## config.mk

```make
export PLATFORM = sky130hd
export DESIGN_NAME = mbus_arb
export DESIGN_NICKNAME = d
export VERILOG_FILES = /design/src/rtl/mbus_arb.sv
export SDC_FILE = /design/constraint.sdc
export NUM_CORES = 1
export LEC_CHECK = 0
export ABC_CLOCK_PERIOD_IN_PS = 2100
export BUFFER_PORTS_ARGS = -buffer_cell sky130_fd_sc_hd__buf_2
export CAP_MARGIN = 30
export CORE_UTILIZATION = 28
export DETAILED_ROUTE_END_ITERATION = 16
export PLACE_DENSITY = 0.58
export SKIP_CTS_REPAIR_TIMING = 1
export SKIP_LAST_GASP = 1
export SYNTH_ARGS = -nofsm -noshare
export SYNTH_HDL_FRONTEND = slang
export SYNTH_SLANG_ARGS = --single-unit
```

## constraint.sdc

```tcl
create_clock -name clock -period 2.1 [get_ports clock]
set_clock_uncertainty 0.05 [all_clocks]
set_input_delay 0.105 -clock clock [delete_from_list [all_inputs] [get_ports clock]]
set_output_delay 0.105 -clock clock [all_outputs]
set_load 0.02 [all_outputs]
```

## src/rtl/mbus_arb.sv

```systemverilog
// Two-requester round-robin arbiter driving a SysAD/SysCmd processor bus.
// Optional read-response watchdog enabled by defining MBUS_ARB_TIMEOUT_EN.
module mbus_arb #(
   parameter int TIMEOUT_CYCLES = 256
) (
   input  logic        clock,
   input  logic        reset,
   input  logic [1:0]  req,
   input  logic [1:0]  req_write,
   input  logic [1:0]  req_block,
   input  logic [3:0]  req_size,
   input  logic [63:0] req_addr,
   input  logic [63:0] req_wdata,
   output logic [1:0]  gnt,
   output logic        wdata_pop,
   output logic [31:0] rdata,
   output logic        rdata_valid,
   output logic        done,
   output logic        err,
   output logic        p_valid_l,
   output logic [31:0] sys_ad_out,
   output logic        sys_ad_oe,
   input  logic [31:0] sys_ad_in,
   output logic [4:0]  sys_cmd_out,
   input  logic [4:0]  sys_cmd_in,
   input  logic        e_ok_l,
   input  logic        e_valid_l
);

   typedef enum logic [1:0] {IDLE, CMD, WDATA, RDATA} state_t;

   state_t      state_q, state_d;
   logic [1:0]  gnt_q, gnt_d;
   logic        gidx_q, gidx_d;
   logic        last_q, last_d;
   logic        wr_q, wr_d;
   logic        blk_q, blk_d;
   logic [1:0]  size_q, size_d;
   logic [31:0] addr_q, addr_d;
   logic [4:0]  cnt_q, cnt_d;
   logic        e_ok_l_d1_q, e_ok_l_d1_d;
   logic [31:0] rdata_q, rdata_d;
   logic        rvalid_q, rvalid_d;
   logic        done_q, done_d;
   logic        err_q, err_d;
   logic        sel_s;
   logic        cmd_cycle_s;
   logic [3:0]  unused_cmd_s;

`ifdef MBUS_ARB_TIMEOUT_EN
   localparam int TMO_W = ($clog2(TIMEOUT_CYCLES + 1) > 8) ? $clog2(TIMEOUT_CYCLES + 1) : 8;
   logic [TMO_W-1:0] tmo_q, tmo_d;
`else
   logic [31:0] unused_tmo_s;
   assign unused_tmo_s = 32'(TIMEOUT_CYCLES);
`endif

   // With both requesting, the requester not served last wins.
   assign sel_s        = (req == 2'b11) ? ~last_q : req[1];
   assign cmd_cycle_s  = (state_q == CMD) && !e_ok_l && !e_ok_l_d1_q;
   assign unused_cmd_s = {sys_cmd_in[4], sys_cmd_in[2:0]};

   // Next-state, transaction bookkeeping and bus drive.
   always_comb begin
      state_d     = state_q;
      gnt_d       = gnt_q;
      gidx_d      = gidx_q;
      last_d      = last_q;
      wr_d        = wr_q;
      blk_d       = blk_q;
      size_d      = size_q;
      addr_d      = addr_q;
      cnt_d       = cnt_q;
      e_ok_l_d1_d = 1'b1;
      rdata_d     = rdata_q;
      rvalid_d    = 1'b0;
      done_d      = 1'b0;
      err_d       = 1'b0;
`ifdef MBUS_ARB_TIMEOUT_EN
      tmo_d       = tmo_q;
`endif
      p_valid_l   = 1'b1;
      sys_ad_oe   = 1'b0;
      sys_ad_out  = 32'h0000_0000;
      sys_cmd_out = 5'b00000;
      wdata_pop   = 1'b0;

      case (state_q)
         IDLE: begin
            if (!done_q && (req != 2'b00)) begin
               gidx_d  = sel_s;
               gnt_d   = sel_s ? 2'b10 : 2'b01;
               wr_d    = req_write[sel_s];
               blk_d   = req_block[sel_s];
               size_d  = req_size[{sel_s, 1'b0} +: 2];
               addr_d  = req_addr[{sel_s, 5'd0} +: 32];
               state_d = CMD;
            end else begin
               state_d = IDLE;
            end
         end
         CMD: begin
            e_ok_l_d1_d = e_ok_l;
            if (cmd_cycle_s) begin
               p_valid_l   = 1'b0;
               sys_ad_oe   = 1'b1;
               sys_ad_out  = addr_q;
               sys_cmd_out = {1'b0, wr_q, blk_q, size_q};
               cnt_d       = blk_q ? (5'd2 << size_q) : 5'd1;
`ifdef MBUS_ARB_TIMEOUT_EN
               tmo_d       = '0;
`endif
               state_d     = wr_q ? WDATA : RDATA;
            end else begin
               state_d = CMD;
            end
         end
         WDATA: begin
            p_valid_l   = 1'b0;
            sys_ad_oe   = 1'b1;
            sys_ad_out  = req_wdata[{gidx_q, 5'd0} +: 32];
            wdata_pop   = 1'b1;
            sys_cmd_out = {1'b1, (cnt_q != 5'd1), 3'b000};
            cnt_d       = cnt_q - 5'd1;
            if (cnt_q == 5'd1) begin
               done_d  = 1'b1;
               gnt_d   = 2'b00;
               last_d  = gidx_q;
               state_d = IDLE;
            end else begin
               state_d = WDATA;
            end
         end
         RDATA: begin
            if (!e_valid_l) begin
               rdata_d  = sys_ad_in;
               rvalid_d = 1'b1;
`ifdef MBUS_ARB_TIMEOUT_EN
               tmo_d    = '0;
`endif
               if (!sys_cmd_in[3]) begin
                  done_d  = 1'b1;
                  gnt_d   = 2'b00;
                  last_d  = gidx_q;
                  state_d = IDLE;
               end else begin
                  state_d = RDATA;
               end
            end else begin
`ifdef MBUS_ARB_TIMEOUT_EN
               // Fires on the cycle that makes TIMEOUT_CYCLES silent cycles in a row.
               if (tmo_q == TMO_W'(TIMEOUT_CYCLES - 1)) begin
                  err_d   = 1'b1;
                  gnt_d   = 2'b00;
                  last_d  = gidx_q;
                  state_d = IDLE;
               end else begin
                  tmo_d   = tmo_q + 1'b1;
                  state_d = RDATA;
               end
`else
               state_d = RDATA;
`endif
            end
         end
         default: begin
            gnt_d   = 2'b00;
            state_d = IDLE;
         end
      endcase
   end

   // State and registered outputs with synchronous reset.
   always_ff @(posedge clock) begin
      if (reset) begin
         state_q     <= IDLE;
         gnt_q       <= 2'b00;
         gidx_q      <= 1'b0;
         last_q      <= 1'b1;
         wr_q        <= 1'b0;
         blk_q       <= 1'b0;
         size_q      <= 2'b00;
         addr_q      <= 32'h0000_0000;
         cnt_q       <= 5'd0;
         e_ok_l_d1_q <= 1'b1;
         rdata_q     <= 32'h0000_0000;
         rvalid_q    <= 1'b0;
         done_q      <= 1'b0;
         err_q       <= 1'b0;
`ifdef MBUS_ARB_TIMEOUT_EN
         tmo_q       <= '0;
`endif
      end else begin
         state_q     <= state_d;
         gnt_q       <= gnt_d;
         gidx_q      <= gidx_d;
         last_q      <= last_d;
         wr_q        <= wr_d;
         blk_q       <= blk_d;
         size_q      <= size_d;
         addr_q      <= addr_d;
         cnt_q       <= cnt_d;
         e_ok_l_d1_q <= e_ok_l_d1_d;
         rdata_q     <= rdata_d;
         rvalid_q    <= rvalid_d;
         done_q      <= done_d;
         err_q       <= err_d;
`ifdef MBUS_ARB_TIMEOUT_EN
         tmo_q       <= tmo_d;
`endif
      end
   end

   assign gnt         = gnt_q;
   assign rdata       = rdata_q;
   assign rdata_valid = rvalid_q;
   assign done        = done_q;
   assign err         = err_q;

endmodule

```

==> metrics.md <==
| Metric | Value |
|---|---|
| Slew at the pin with the worst max-slew slack | `0.570 ns` |
| Primary FF master, synth | `dfxtp_1` |
| Starting Density | `0.287` |
| Status | `complete, but fails checks` |
| Layout area overhead | `64.3%` |
| R2R Path Start | `cnt_q[0]` |
| Setup violators final | `0` |
| Final instance area | `7130 sq um` |
| Hold-critical path depth | `3` |
| Yosys cell types | `38` |
| Syn Nets | `770` |
| Non-filler cells, final | `1099` |
| Post-synthesis cell area | `4340 sq um` |
| Clock sinks | `82` |
| Nets | `1094` |
| Slew headroom | `0.620` |
| Post-synth top area share | `0.378` |
| Hold_ws | `-0.0226 ns` |
| Worst reg2reg setup slack | `0.38 ns` |
| Total negative slack | `0 ns` |
| Failing checks | `negative hold slack` |
| Pwr Density | `548 nW/um^2` |
| Post-synth top area cell | `dfxtp_1` |
| Ys Warns | `0` |
| CTS Root Buffer Type | `clkbuf_16` |
| Met1 Use GR | `0.210` |
| Antenna violations before repair | `0` |
| Reg2Reg Depth | `5` |
| Synthesized instance count | `583` |
| # diodes | `0` |
| Port Buf Inserts | `250` |
| WS Path Type | `reg2out` |
| Commonest non-fill, non-tap cell in the layout | `buf_2` |
| Fillers | `1495` |
| Crit start category | `flop` |
| GRT met3 Usage | `0.0477` |
| Worst Setup End Kind | `output pin` |
| Final Hold Vio Count | `8` |
| Most used routing layer | `met2` |
| HP Start | `req_addr[49]` |
| WP data arrival | `1.86 ns` |
| Fin crit period | `2.01 ns` |
| Min-Delay Endpoint | `addr_q[17]` |
| CP Max Fanout | `10` |
| DRT iter0 DRCs | `200` |
| Synth async-reset ratio | `0` |
| Total die area | `16000 sq um` |
| Number of global-route vias before repair | `4375` |
| HPWL Detailed | `10500 microns` |
| GRT Residual Overflow | `0` |
| RePlAce Congestion | `0.811` |
| RSZ-0062 raised after global routing | `false` |
| Final period util | `0.959` |
| Placed cell areas | `5800 sq um` |
| CTS clock-pin slew for the worst setup and hold paths | `0.06 ns` |
| DRC | `0` |
| Seq cells post-synth | `82` |
| GRT Resource Usage Total | `0.179` |
| P_leak | `3.17 nW` |
| Sequential area share after synthesis | `0.378` |
| Maximum clock rate | `496 MHz` |
| Die extent in y | `127 microns` |
| Number of iterations in the first detailed-routing pass | `6` |
| Global-route wire length before repair | `22100 microns` |
| Post-synth EDFFs | `0` |
| Clk_lat worst skew | `0.34 ns` |
| Htree depth | `3` |
| Largest net degree at the start of global routing | `74` |
| Ports | `256` |
| CTS tree | `built` |
| Most frequent cells in the layout | `buf_2 (246), nand2_1 (141), dlygate4sd3_1 (94)` |
| Row Count | `45` |
| Area contributors post-synth | `dfxtp_1 (38%), nand2_1 (12%), mux2i_1 (7.8%)` |
| WL per Instance | `14.3 microns` |
| # Max-Cap Violations | `0` |
| Inst Count DP | `987` |
| Vias | `5161` |
| Post-DRT Antenna Nets | `0` |
| Routed WL | `15700 microns` |
| Met2 usage | `0.309` |
| Worst R2R End | `gnt[0]` |
| CTS max path bufs | `2` |
| Layout cell share with drive strength beyond 1 | `0.328` |
| Max Slew Vio Count | `0` |
| Power Total | `3.91 mW` |
| Die width | `127 microns` |
| Req. time, crit path | `1.95 ns` |
| Post-Syn Area per Cell | `7.45 sq um` |
| Vias/cell | `4.70` |
| Peak supply drop | `366 uV` |
| HP Class | `in2reg` |
| CTS buffer count | `9` |
| Core area | `15100 sq um` |
-- through the flow --
step           worst slack [ns]  utilization
2_1_floorplan             0.332            -
3_3_place_gp              0.238        0.383
3_5_place_dp              0.223        0.383
4_1_cts                  -0.153        0.401
5_1_grt                0.000369        0.471
6_report                 0.0855        0.471
-- cells in the mapped netlist (4+ instances only) --
cell type and count:
a211oi_1 6, a21oi_1 67, a311oi_1 36, buf_2 17, clkbuf_1 27, dfxtp_1 82
ha_1 8, inv_1 6, mux2i_1 34, nand2_1 141, nor2_1 79, nor2b_1 35
nor3_1 5, nor3b_1 4
-- worst max-delay path: stages (launching register included) --
cell and delay (ns):
dfxtp_2 0.35, inv_4 0.08, ha_4 0.14, nor3b_4 0.22, buf_12 0.16, buf_6 0.15
a21oi_1 0.07, nor2b_1 0.17, buf_4 0.17
-- cell type report --
class | count | area, sq um | area share
Inverter | 8 | 35.0 | 0.00491
Multi-Input combinational cell | 444 | 2510 | 0.352
Sequential cell | 82 | 1650 | 0.231
Clock inverter | 5 | 31.3 | 0.00439
Timing Repair Buffer | 362 | 2440 | 0.342
Tap cell | 188 | 235 | 0.0330
Clock buffer | 10 | 239 | 0.0335
-- flip-flops by register name (all words and copies together) (netlist names) --
register,flops
e_ok_l_d1_q,1
addr_q,32
gidx_q,1
wr_q,1
rdata_valid,1
rdata,32
last_q,1
cnt_q,5
size_q,2
state_q,2
gnt,2
done,1
blk_q,1
-- routing by layer --
metal	part of all wire	vias to the layer above
met4	0.017	0
met2	0.50	200
met1	0.42	2324
met5	0	-
met3	0.063	19
li1	-	2618
-- where the power goes --
part	internal [mW]	total [mW]	switching, mW
logic	0.405	0.738	0.333
clock network	0.822	1.47	0.647
registers	1.64	1.70	0.0594
total	2.87	3.91	1.04
-- worst max path at each step --
stage	start	endpoint	depth (start not counted)
3_3_place_gp	state_q[1]	sys_cmd_out[3]	7
6_report	state_q[1]	sys_ad_out[15]	8
3_5_place_dp	state_q[1]	cnt_q[3]	8
5_1_grt	state_q[1]	sys_cmd_out[3]	8
2_1_floorplan	state_q[1]	sys_ad_out[10]	7
4_1_cts	state_q[1]	sys_cmd_out[3]	7
-- kinds of logic (layout without fill, tap and decap cells) --
| group | after synthesis | count (layout) | synth area share |
|---|---|---|---|
| AND/OR/NAND/NOR | 275 | 275 | 0.272 |
| multiplexers | 34 | 34 | 0.0784 |
| adder cells (fa/ha/maj) | 8 | 8 | 0.0231 |
| XOR/XNOR | 2 | 2 | 0.00404 |
| other | 1 | 1 | 0.000864 |
| flip-flops | 82 | 82 | 0.378 |
| buffers and inverters | 57 | 385 | 0.0559 |
| AO/OA/AOI/OAI | 124 | 124 | 0.187 |
No activity file was read; power rests on OpenSTA's default activity.
